## src/rtl/fetch_ibuf_queue.sv

```systemverilog
// Instruction byte queue between I$ line fetch and decode: DEPTH-line circular store
// with a byte-aligned PKT_BYTES window at the read pointer, resteer flush and fault tagging.
module fetch_ibuf_queue #(
  parameter int LINE_BYTES = 16,
  parameter int DEPTH      = 4,
  parameter int PKT_BYTES  = 16,
  localparam int OW = $clog2(LINE_BYTES),
  localparam int PW = $clog2(DEPTH * LINE_BYTES)
) (
  input  logic                    clk,
  input  logic                    reset,
  input  logic [LINE_BYTES*8-1:0] line_in,
  input  logic                    line_in_fault,
  input  logic                    line_in_valid,
  output logic                    line_in_ready,
  input  logic                    flush,
  input  logic [OW-1:0]           flush_offset,
  output logic [PKT_BYTES*8-1:0]  packet_out,
  output logic                    packet_valid,
  output logic                    packet_fault,
  input  logic [7:0]              D_length,
  input  logic                    stall,
  output logic [PW:0]             bytes_avail,
  output logic [PW-1:0]           BIP
);
  localparam int IW = $clog2(DEPTH);
  localparam int NB = DEPTH * LINE_BYTES;

  logic [7:0]      store [NB];
  logic [DEPTH-1:0] fault;
  logic [IW-1:0]   wr_idx, rd_idx;
  logic [IW:0]     count;
  logic [OW-1:0]   rd_off, pend_off;
  logic            pend_flag;

  logic            head_fault, enq, deq, freed;
  logic [7:0]      adv;
  logic [OW:0]     off_sum;

  always_comb begin
    bytes_avail   = '0;
    if (count != '0)
      bytes_avail = {count, {OW{1'b0}}} - (PW+1)'(rd_off);
    BIP           = {rd_idx, rd_off};
    head_fault    = (count != '0) && fault[rd_idx];
    packet_fault  = head_fault;
    line_in_ready = count < (IW+1)'(DEPTH);
    packet_valid  = (bytes_avail >= (PW+1)'(PKT_BYTES)) || head_fault;
    enq           = line_in_valid && line_in_ready && !flush;
    // A faulted head is never consumed; decode sees it until flush or reset.
    deq           = packet_valid && !stall && !flush && !head_fault;
    adv           = (D_length > 8'(PKT_BYTES)) ? 8'(PKT_BYTES) : D_length;
    off_sum       = {1'b0, rd_off} + (OW+1)'(adv);
    freed         = deq && off_sum[OW];
    packet_out    = '0;
    // Address arithmetic modulo the whole store keeps the window contiguous across wrap.
    for (int unsigned i = 0; i < PKT_BYTES; i++)
      packet_out[i*8 +: 8] = store[PW'({rd_idx, rd_off} + PW'(i))];
  end

  always_ff @(posedge clk) begin
    if (!reset) begin
      count     <= '0;
      wr_idx    <= '0;
      rd_idx    <= '0;
      rd_off    <= '0;
      pend_off  <= '0;
      pend_flag <= 1'b0;
      fault     <= '0;
      for (int unsigned k = 0; k < NB; k++)
        store[k] <= '0;
    end else if (flush) begin
      count     <= '0;
      wr_idx    <= '0;
      rd_idx    <= '0;
      rd_off    <= '0;
      pend_off  <= flush_offset;
      pend_flag <= 1'b1;
    end else begin
      if (enq) begin
        for (int unsigned j = 0; j < LINE_BYTES; j++)
          store[{wr_idx, OW'(j)}] <= line_in[j*8 +: 8];
        fault[wr_idx] <= line_in_fault;
        wr_idx        <= wr_idx + 1'b1;
        if (pend_flag) begin
          if (count == '0)
            rd_off <= pend_off;
          pend_flag <= 1'b0;
        end
      end
      // deq requires count>0, so it never collides with the pending-offset load above.
      if (deq) begin
        rd_off <= off_sum[OW-1:0];
        if (off_sum[OW])
          rd_idx <= rd_idx + 1'b1;
      end
      count <= count + (IW+1)'(enq) - (IW+1)'(freed);
    end
  end
endmodule
```

## config.mk

```make
export PLATFORM = sky130hd
export DESIGN_NAME = fetch_ibuf_queue
export DESIGN_NICKNAME = d
export VERILOG_FILES = /design/src/rtl/fetch_ibuf_queue.sv
export SDC_FILE = /design/constraint.sdc
export NUM_CORES = 2
export LEC_CHECK = 0
export BUFFER_PORTS_ARGS = -buffer_cell sky130_fd_sc_hd__buf_2
export CORE_UTILIZATION = 30
export CTS_CLUSTER_SIZE = 16
export DETAILED_ROUTE_END_ITERATION = 8
export GPL_ROUTABILITY_DRIVEN = 0
export PLACE_DENSITY = 0.55
export REMOVE_ABC_BUFFERS = 1
export SETUP_SLACK_MARGIN = 0.5
export SKIP_LAST_GASP = 1
export SYNTH_ARGS = -nofsm -noshare
export SYNTH_HDL_FRONTEND = slang
export SYNTH_SLANG_ARGS = --single-unit
```

## constraint.sdc

```tcl
create_clock -name clk -period 3.8 [get_ports clk]
set_input_delay 0 -clock clk [delete_from_list [all_inputs] [get_ports clk]]
set_output_delay 0 -clock clk [all_outputs]
set_load 0.005 [all_outputs]
```

# After elaboration in Yosys (flattened, before gate mapping)
# Memories as Yosys holds them, arrays and structs flattened.
# Cells that the tools add are included.
# totals
reg_bits	20
elab_cells	141
memories	1
ramBits	512
# classes
order_cmp	6
reduce_logical	38
bitwise_logic	2
muxes	66
add_sub_neg	21
# mem_list
memory	words	word_bits	rd	rd_clocked_by_memory_dff	write_ports	line_no	text
store	64	8	16	0	64	29	logic [7:0] store [NB];
# ops
op	count
2-to-1 mux 8 bit	16
OR reduction 8 bit	16
2-to-1 mux 6 bit	16
adder 6 x 4 -> 6 bit (second input constant)	8
2-to-1 mux 1 bit	25
adder 6 x 3 -> 6 bit (second input constant)	4
2-to-1 mux 4 bit	4
adder 6 x 2 -> 6 bit (second input constant)	2
greater-than comparator 8 x 5 -> 1 bit (second input constant)	1
logical AND 1 bit	8
nonzero test 2 bit	4
greater-or-equal comparator 7 x 5 -> 1 bit (second input constant)	1
2-to-1 mux 7 bit	1
subtractor 7 x 4 -> 7 bit	1
adder 6 x 1 -> 6 bit (second input constant)	1
< comparator 2 x 3 -> 1 bit (second input constant)	2
adder 4 x 5 -> 5 bit	1
2-to-1 mux 5 bit	1
adder 2 x 1 -> 2 bit (second input constant)	2
bitwise mux 4 bit	1
AND reduction 2 bit	2
adder 3 x 1 -> 3 bit	1
logical NOT 1 bit	3
logical NOT 3 bit	1
10 further kinds	11

# Longest topological paths before layout
# logic_depth
depth_word	9
depth_mapped	20
depth_no_buf	14

# Worst setup path before layout
# OpenSTA, ideal clock, no wires.
# synth_timing
kind	reg2reg
from	register count[2]
to	memory store[0][0], enable pin
setup_ps	492
slack_ps	-405
t_arrival_ps	3714
period_less_slack_ps	4205
path_buffers	2
stages_incl_launch_ff	6
path_cell_list	dfxtp_1 clkbuf_1 nor3b_1 clkbuf_1 nand2_1 nand2_1
# synth_lines
item	line_no	text
start: declaration	32	logic [IW:0] count;
start signal: assignment	97	count <= count + (IW+1)'(enq) - (IW+1)'(freed);
end: declaration	29	

# Final worst setup path
# layout_timing
from	register rd_off[1]
to	output port packet_out[126]
# layout_between
elab_chain_len	2
# layout_rtl
item	line_no	text
start: declaration	33	logic [OW-1:0] rd_off, pend_off;
start signal: assignment	87	rd_off <= pend_off;
start signal: assignment	93	rd_off <= off_sum[OW-1:0];
adder 6 x 4 -> 6 bit	58	packet_out[i*8 +: 8] = store[PW'({rd_idx, rd_off} + PW'(i))];
memory (64 x 8 bit)	n/a	
end: declaration	18	output logic [PKT_BYTES*8-1:0] packet_out,
# Every way passes these cells.

==> results.ini <==
[outcome]
status = finished, violations left
violations = negative setup slack

[sta]
max_freq_ghz = 0.257
skew_ns = 0.0271
tightest_slew_ns = 1.06
setup_viol = 25
slew_violations = 0
rsz0062_at_grt = yes
fin_crit_sh_pct = 102
finalHoldViolCount = 0
period_minus_slack_ns = 3.89
slew_headroom_pct = 29.2
setup_slack_ns = -0.0905

[die]
rows = 153
core_area_sq_um = 175000
die_h_um = 422
dieArea_sq_um = 178000
ios = 290
initial_utilization_pct = 30.3
die_w_um = 422

[drt]
drt-pass1-iter-count = 8
vias = 47868
first_iter_violations = 7271
vias_per_cell = 6.37
totalWireLength_mm = 259
drc = 0
ant_nets = 0
routedWlPerCell_um = 34.4

[layout]
nets = 5293
area_delta_synth_final_pct = 34.3
fin_area_sq_um = 71200
fin_util_pct = 40.7
drive_gt1_share_pct = 47.1
instances_no_fill = 7513

[placed_design]
port-buffer-count = 289
hpwlAfterDp_mm = 175
pre_cts_ws_ns = 0.0546
placed_area_sq_um = 58500
dp_cells = 6845

[synth]
synth_cell_type_count = 75
netlist_instances = 4361
yosys-top-cells-area = mux4_2, edfxtp_1, mux2i_1, and2_1, mux2_2
ys_top_cells_by_count = mux4_2, and2_1, edfxtp_1
syn_area_per_cell_sq_um = 12.2
synth.most_common_cell = mux4_2
synthFlopType = edfxtp_1
synth.largest_area_cell = mux4_2
yosys_warnings = 0
synth.yosys.seq_area_share_pct = 29.7
syn_area_sq_um = 53000
synth_edf_count = 512
async_flop_share_pct = 0
synth_top_cell_area_share_pct = 30.4
ys_ff_latch = 532

[cts]
cts-buffers-inserted = 61
h-tree-depth = 2
clk_latency_ns = 0.72
cts_root_buf = clkbuf_16
cts_buffer_depth = 3
path_clk_slew_ns = 0.06
cts.sinks = 532
tritoncts = yes

[power_and_ir_drop]
peakVddDrop_mv = 0.359
power_leakage_nw = 25.2
pwr_density_cell_nw_per_um2 = 237
power_mw = 16.9

[critical_path]
crit_fanout = 6
crit_type = reg -> out
end_kind = primary output
setup.worst_path.start_class = register
arrival_ns = 3.89
critPathRequiredTime_ns = 3.80

[global_routing]
antenna_found_initial = 25
grt_overflow = 0
globalRouteTotalUtil_pct = 27.6
grt_pass1_wl_mm = 352
grt_max_degree = 102
grt_pass1_vias = 45093

[flow_run]
maxCapViolCount = 0

[hold_path]
hold_path_class = in -> reg

-- logic make-up (layout without fill, tap and decap cells) --
group	after synthesis	in the layout	share of synthesized area, %
xor+xnor	64	64	1.16
simple gates	1295	1295	12.3
fa+ha+maj	25	25	0.618
mux	1422	1422	44.4
flops	532	532	29.7
compound gates	565	565	7.19
other cells	0	13	0
buf+inv	458	1272	4.58
-- cells in the final DEF, fill, tap and decap left out, types with 26 or more instances in the layout --
cell type and instances:
and2_1 525, o21ai_0 51, o22ai_1 26, nor2_1 189, buf_12 97, mux2i_2 37, o211ai_1 54, a211oi_2 27
nand2_1 330, dlygate4sd3_1 147, nand3_1 69, mux4_2 718, mux2i_1 415, buf_4 378, bufbuf_16 30, edfxtp_1 512
a21oi_2 28, buf_16 79, a21oi_1 114, mux2_4 33, buf_2 269, nor3_1 43, clkbuf_16 76, mux2_2 194
buf_6 88
-- final timing paths --
path / start / end / slack (ns) / cells past startpoint
setup / recovery: rd_off[1] / packet_out[126] / -0.09 / 10
hold / removal: D_length[4] / rd_idx[1] / 0.006 / 7
setup reg to reg: rd_off[0] / count[1] / 0.43 / 17
hold reg to reg: fault[3] / fault[3] / 0.50 / 1
-- what timing repair did --
| item | in CTS | in global routing |
|---|---|---|
| endpoints found under the setup margin | 128 | 130 |
| gates resized for setup | 491 | 320 |
| hold buffers | 147 | 0 |
| buffers inserted | 208 | 91 |
| pin swaps | 76 | 98 |
| hold endpoints to repair | 532 | 0 |
| gates cloned | 78 | 15 |
-- final cells by class --
cell class	count	area [sq um]
fillers	16083	104000
flip-flops and latches	532	15800
multi-input cells	3371	37800
inverters	30	128
clock inverters	52	574
repair buffers	1126	12500
diodes	13	32.5
well taps	2325	2910
clock buffers	64	1540
-- registers in the layout, indices dropped and copies added, names as in the netlist --
name       flops
pend_flag      1
fault          4
rd_idx         2
store        512
count          3
rd_off         4
pend_off       4
wr_idx         2
-- where the power goes --
part	switching (mW)	internal [mW]	total, mW	leakage [nW]
registers	0.397	6.71	7.11	5.50
clock network	2.86	3.59	6.46	1.02
logic	1.75	1.55	3.30	18.6
-- metal layers --
layer	track usage, %	up-vias	share of wire (%)
met2	40.0	4024	42
met4	24.9	8	11
met5	0	-	0.021
li1	-	18937	-
met3	7.33	1126	12
met1	33.5	23773	34
-- critical path, stage by stage, from the launching register on --
cell        delay (ns)
dfxtp_4           0.37
clkinvlp_4        0.13
ha_4              0.34
buf_12            0.12
buf_16            0.15
buf_16            0.17
buf_8             0.11
mux4_2            0.57
mux4_2            0.49
mux4_2            0.55
buf_6             0.15
-- per-stage QoR --
stage,TNS (ns),hold slack (ns)
global placement,0,0.268
finish,-0.887,0.00595
CTS,-0.0526,0.0162
detailed placement,0,0.272
global route,-1.49,0.0366
floorplan,-4425.11,0.126
Power figures use the tool's default switching activity.
